File: config.mk
export PLATFORM = sky130hd
export DESIGN_NAME = riscv_vec_alu_seq
export DESIGN_NICKNAME = d
export VERILOG_FILES = /design/src/rtl/riscv_vec_alu_seq.sv
export SDC_FILE = /design/constraint.sdc
export NUM_CORES = 1
export LEC_CHECK = 0
export BUFFER_PORTS_ARGS = -buffer_cell sky130_fd_sc_hd__buf_2
export CORE_MARGIN = 5
export CORE_UTILIZATION = 54
export DETAILED_ROUTE_END_ITERATION = 10
export GPL_TIMING_DRIVEN = 0
export PLACE_DENSITY = 0.84
export SLEW_MARGIN = 0
export SYNTH_ARGS = -nofsm -noshare
export SYNTH_HDL_FRONTEND = slang
export SYNTH_SLANG_ARGS = --single-unit
File: constraint.sdc
create_clock -name clk_i -period 2.6 [get_ports clk_i]
set_clock_uncertainty 0.15 [all_clocks]
set_input_delay 0.26 -clock clk_i [delete_from_list [all_inputs] [get_ports clk_i]]
set_output_delay 0.26 -clock clk_i [all_outputs]
set_load 0.02 [all_outputs]
File: src/rtl/riscv_vec_alu_seq.sv
// riscv_vec_alu_seq: splits a vector ALU instruction into LANES-wide beats,
// drives a one-cycle-later regfile writeback and returns a completion response.
module riscv_vec_alu_seq #(
    parameter int NELEM = 8,
    parameter int LANES = 2,
    parameter int BEATW = 3
) (
    input  logic             clk_i,
    input  logic             reset_i,
    input  logic             req_val_i,
    output logic             req_rdy_o,
    input  logic [3:0]       req_fn_i,
    input  logic [3:0]       req_vl_i,
    input  logic [NELEM-1:0] req_vm_i,
    input  logic [2:0]       req_vs1_i,
    input  logic [2:0]       req_vs2_i,
    input  logic [2:0]       req_vd_i,
    input  logic             stall_i,
    output logic             alu_val_o,
    output logic [3:0]       alu_fn_o,
    output logic [2:0]       alu_vs1_o,
    output logic [2:0]       alu_vs2_o,
    output logic [BEATW-1:0] alu_beat_o,
    output logic [LANES-1:0] alu_elem_en_o,
    output logic             wb_val_o,
    output logic [2:0]       wb_addr_o,
    output logic [BEATW-1:0] wb_beat_o,
    output logic [LANES-1:0] wb_elem_en_o,
    output logic             resp_val_o,
    input  logic             resp_rdy_i,
    output logic             resp_err_o,
    output logic             busy_o
);
    typedef enum logic [1:0] {IDLE, EXEC, DRAIN, RESP} state_t;
    state_t           state_q;
    logic [BEATW-1:0] beat_q;
    logic [3:0]       fn_q;
    logic [3:0]       vl_q;
    logic [NELEM-1:0] vm_q;
    logic [2:0]       vs1_q;
    logic [2:0]       vs2_q;
    logic [2:0]       vd_q;
    logic             err_q;
    logic             wb_val_q;
    logic [BEATW-1:0] wb_beat_q;
    logic [LANES-1:0] wb_en_q;
    logic [3:0]       vl_eff;
    logic [LANES-1:0] vm_sh;
    logic             last_beat;
    assign vl_eff     = (int'(req_vl_i) > NELEM) ? 4'(NELEM) : req_vl_i;
    assign vm_sh      = LANES'(vm_q >> (int'(beat_q) * LANES));
    assign last_beat  = (int'(beat_q) + 1) * LANES >= int'(vl_q);
    assign req_rdy_o  = reset_i && state_q == IDLE;
    assign alu_val_o  = reset_i && state_q == EXEC && !stall_i;
    assign resp_val_o = reset_i && state_q == RESP;
    assign busy_o     = reset_i && state_q != IDLE;
    assign alu_fn_o   = fn_q;
    assign alu_vs1_o  = vs1_q;
    assign alu_vs2_o  = vs2_q;
    assign alu_beat_o = beat_q;
    assign wb_val_o     = wb_val_q;
    assign wb_addr_o    = vd_q;
    assign wb_beat_o    = wb_beat_q;
    assign wb_elem_en_o = wb_en_q;
    assign resp_err_o   = err_q;
    for (genvar i = 0; i < LANES; i++) begin : g_en
        assign alu_elem_en_o[i] = vm_sh[i] && (int'(beat_q) * LANES + i < int'(vl_q));
    end
    always_ff @(posedge clk_i) begin
        if (!reset_i) begin
            state_q   <= IDLE;
            beat_q    <= '0;
            fn_q      <= '0;
            vl_q      <= '0;
            vm_q      <= '0;
            vs1_q     <= '0;
            vs2_q     <= '0;
            vd_q      <= '0;
            err_q     <= 1'b0;
            wb_val_q  <= 1'b0;
            wb_beat_q <= '0;
            wb_en_q   <= '0;
        end else begin
            wb_val_q  <= alu_val_o;
            wb_beat_q <= beat_q;
            wb_en_q   <= alu_elem_en_o;
            case (state_q)
                IDLE: if (req_val_i) begin
                    fn_q    <= req_fn_i;
                    vl_q    <= vl_eff;
                    vm_q    <= req_vm_i;
                    vs1_q   <= req_vs1_i;
                    vs2_q   <= req_vs2_i;
                    vd_q    <= req_vd_i;
                    err_q   <= req_fn_i > 4'd9;
                    beat_q  <= '0;
                    state_q <= (req_fn_i > 4'd9 || vl_eff == 4'd0) ? RESP : EXEC;
                end
                EXEC: if (!stall_i) begin
                    beat_q  <= beat_q + BEATW'(1);
                    state_q <= last_beat ? DRAIN : EXEC;
                end
                DRAIN: state_q <= RESP;
                RESP: state_q <= resp_rdy_i ? IDLE : RESP;
                default: state_q <= IDLE;
            endcase
        end
    end
endmodule

---- Word-level counts from Yosys, hierarchy flattened ----
Index checks and enable logic that the tools add are counted.
word-level totals
  flip-flop bits (word level) ............. 37
  input bits .............................. 30
  logic and storage cells ................. 52
operators by class
  $add $sub $neg .......................... 3
  order comparisons ....................... 5
  eq/ne operators ......................... 5
  shift-type cells ........................ 1
  mux-type cells .......................... 10
  reductions and logical operators ........ 16
operator list
  cell                                            number
  two-way mux 2 bit                               5
  > comparator 4 bit (second input constant)      2
  one-hot mux 2 bit (4 select lines)              1
  >> shifter 8 x 4 -> 2 bit                       1
  logical AND 1 bit                               7
  two-way mux 3 bit                               2
  one-hot mux 3 bit (2 select lines)              1
  adder 4 x 1 -> 5 bit (second input constant)    1
  >= comparator 5 x 4 -> 1 bit                    1
  < comparator 5 x 4 -> 1 bit                     1
  adder 3 x 1 -> 4 bit (second input constant)    1
  == test 2 bit (second input constant)           2
  logical NOT 4 bit                               1
  < comparator 4 bit                              1
  two-way mux 4 bit                               1
  != test 2 bit (second input constant)           2
  AND reduction 2 bit                             2
  nonzero test 2 bit                              2
  adder 3 x 1 -> 3 bit (second input constant)    1
  AND reduction 3 bit                             1
  == test 2 x 1 -> 1 bit (second input constant)  1
  logical NOT 2 bit                               1
  logical NOT 1 bit                               1
  logical OR 1 bit                                1

---- Logic depth before layout (Yosys ltp) ----
  depth after elaboration ................. 7
  mapped depth ............................ 7
  depth with buffers taken out ............ 7

---- Worst setup path before layout ----
No wires, ideal clock.
  path type ............................... register to output
  start ................................... register beat_q[0], in the netlist alu_beat_o[0]
  end ..................................... output alu_elem_en_o[0]
  data arrival time ....................... 1.764 ns
  data required time ...................... 2.190 ns
  setup slack ............................. 0.426 ns
  stages on the path, launching flop included .. 8
  cells stage by stage .................... dfxtp_1 -> buf_4 -> inv_1 -> ha_1 -> nor2_1 -> nor2_1 -> o21ai_2 -> a2111oi_2
on the way
  longest elaborated chain between the ends .. 2
  elaborated cells on any way between the ends .. 3
RTL lines
  item                                                             RTL line  text
  from (decl)                                                      36        logic [BEATW-1:0] beat_q;
  from (signal assigned)                                           100       beat_q <= beat_q + BEATW'(1);
  >> shifter 8 x 4 -> 2 bit or < comparator 4 bit (tied branches)  51, 67
  logical AND 1 bit *                                              67        assign alu_elem_en_o[i] = vm_sh[i] && (int'(beat_q) * LANES + i < int'(vl_q));
  to (decl)                                                        24        output logic [LANES-1:0] alu_elem_en_o,
Every way passes the cells marked *; elsewhere a longest branch is shown, timed or not.

---- Final worst setup path ----
Same ends and word-level chain as after synthesis.

==> reports/metrics.cfg <==
[worst_setup_path]
worstPathMaxFanout=7
start_kind=flop
arrival_ps=1980
cp.required_ps=2190
cp-end-kind=primary output
max_stage_delay_ps=380
slowest_stage=dfxtp_2
setup.worst_path.class=flop to primary output
crit_chain=buf_4 > inv_1 > ha_1 > nor2_1 > nor2_1 > o21ai_2 > a2111oi_2 > buf_4

[clock_network]
clk_latency_ps=340
path_clk_slew_ps=110
cts_tree=built
cts_root_buffer=clkbuf_4
clock-sinks=37
cts_htree_levels=2
cts_made_buffers=5
cts_buffer_depth=2

[drt]
ant_nets=0
viasPerCell=4.94
drtPass1Iterations=4
wl_um=4020
routed-via-count=1567
first_iter_violations=91
drc_errors=0
wl_per_cell_um=12.7

[floorplanning]
die_y_um=67.5
initial_core_util_pct=57.5
coreArea_um2=3100
die_w_um=67.5
rows=20
die_area_um2=4550
io-pin-count=59

[global_routing]
grtUsageTotal_pct=20.3
antenna_found_initial=0
grt_max_degree=12
grt_pass1_vias=1569
globalRouteOverflowTotal=0
grt_first_pass_wirelength_um=6920

[cells_and_area]
multi_input_area_um2=951
area.sequential_um2=742
fin_area_um2=2350
num-fill-cells=247
diodes=0
area_growth_pct=31.9
nets=310
layout-drive-gt1-share_pct=37.7

[power]
vdd_drop_max_uv=418
p_leak_nw=1.06
power.density_nw_per_um2=562

[sta]
worst_pin_slew_ps=488
drv_slew=0
timing.slew.headroom_pct=67.4
hold_viol_final=0
fin_tns_setup_ps=0
min_period_ps=2390
finalSetupViolations=0
fmax_mhz=418
rsz0062_at_grt=no
period_share_pct=92.1

[placed_design]
gp_congestion=0.762
hpwl_um=2820
place_area_um2=2130
io_buffers=58

[synthesis]
synth-seq-area-share_pct=41.5
synthCells=192
yosys_register_bits=37
yosysTopAreaCell=dfxtp_1
synth_top_area_share_pct=41.5
yosys_warnings=0
syn_nets=230
synthTopCellsByArea=dfxtp_1, a21boi_2, nand2_1
synth_area_um2=1780
synth_area_per_cell_um2=9.29
ys_types=37

[outcome]
outcome=complete, no violations

[min_path]
hold_class=input port to flop

[job]
maxCapViolCount=0

[sequential cells by signal, summed over array words and instances (netlist names)]
| signal | flops |
|---|---|
| wb_beat_o | 3 |
| state_q | 2 |
| resp_err_o | 1 |
| alu_vs1_o | 3 |
| wb_elem_en_o | 2 |
| alu_fn_o | 4 |
| vl_q | 4 |
| alu_beat_o | 3 |
| wb_val_o | 1 |
| alu_vs2_o | 3 |
| wb_addr_o | 3 |
| vm_q | 8 |
[metrics by stage]
| step | worst slack (ps) | hold WS, ps | std cells | power [mW] | util, % |
|---|---|---|---|---|---|
| after floorplan | 426 | 187 | 192 | 0.875 | - |
| after global placement | 529 | 297 | 294 | 0.966 | 68.6 |
| after detailed placement | 503 | 307 | 294 | 0.973 | 68.6 |
| after CTS | 113 | 3.02 | 317 | 1.33 | 75.7 |
| after global routing | 53.4 | 8.69 | 317 | 1.40 | 75.8 |
| final | 206 | 4.16 | 317 | 1.32 | 75.8 |
[worst paths after layout]
path                 start  depth (start not counted)          endpoint  slack, ps
max          alu_beat_o[0]                          8  alu_elem_en_o[0]        210
min            req_vd_i[0]                          3      wb_addr_o[0]          4
max reg2reg  alu_beat_o[1]                          7        state_q[0]        500
min reg2reg   alu_vs2_o[2]                          2      alu_vs2_o[2]        320
[layout by cell type (no fill, tap or decap), types with 2 or more instances in the layout]
cell / count
buf_4: 3
clkbuf_1: 4
nor2_1: 11
nor3_1: 3
nand2_1: 51
clkbuf_8: 2
inv_1: 5
and2_1: 4
mux4_2: 2
a21boi_0: 7
buf_6: 3
dlygate4sd3_1: 15
nor2b_1: 4
ha_1: 8
buf_2: 59
nand3b_1: 3
o21ai_0: 2
clkbuf_4: 5
a21boi_2: 20
a21oi_1: 3
dfxtp_1: 36
nand2_2: 3
[synthesized netlist by cell type (all sizes together)]
library cell	instances
clkbuf	4
and3	1
o211a	1
dfxtp	37
a2111oi	1
mux4	2
o21ai	3
o2111a	1
buf	7
a21o	1
a21oi	3
a21boi	27
a22oi	1
and2	4
nand2b	1
or3b	1
xor2	1
a211oi	1
o221a	1
inv	5
nand2	54
nor4	1
o21a	1
nor3	3
o22ai	1
nor2	11
a311oi	1
nor2b	4
nor3b	2
nand3b	3
ha	8
[power breakdown]
group	internal (mW)	switching, mW	leakage, nW
sequential	0.609	0.0198	0.303
clock	0.157	0.188	0.0413
combinational	0.151	0.197	0.719
[critical path, delay by kind of cell, from the launching register on]
kind | cells | cell delay, ps
fa+ha+maj | 1 | 290
simple gates | 2 | 150
flops | 1 | 380
buf+inv | 3 | 440
compound gates | 2 | 380
[layer usage]
metal  GRT usage (%)  wire length, um
met1            23.1             1740
met2            35.4             1990
met3            5.99              228
met4            7.59               57
met5               0                0
[kinds of logic after synthesis]
family / after synthesis / share of synthesized area [%]
and+or+nand+nor: 85 / 22.0
AOI/OAI and AO/OA: 43 / 22.7
DFF: 37 / 41.5
buffers and inverters: 16 / 5.19
adders and majority gates: 8 / 5.61
muxes: 2 / 2.52
xor gates and xnor gates: 1 / 0.491
[timing repair]
| action | 4_1_cts | 5_1_grt |
|---|---|---|
| hold endpoints to repair | 15 | 0 |
| resized for setup | 0 | 2 |
| hold buffers | 15 | 0 |
| buffers inserted | 0 | 0 |
| endpoints found under the setup margin | 0 | 1 |
[cell type report]
type | instances | area share [%]
inverters | 5 | 0.797
plain buffers | 11 | 3.14
clock inverters | 1 | 0.213
well taps | 44 | 2.34
flip-flops and latches | 37 | 31.5
clock buffers | 7 | 2.76
multi-input cells | 139 | 40.4
repair buffers | 73 | 18.8
No activity file was read; power rests on OpenSTA's default activity.
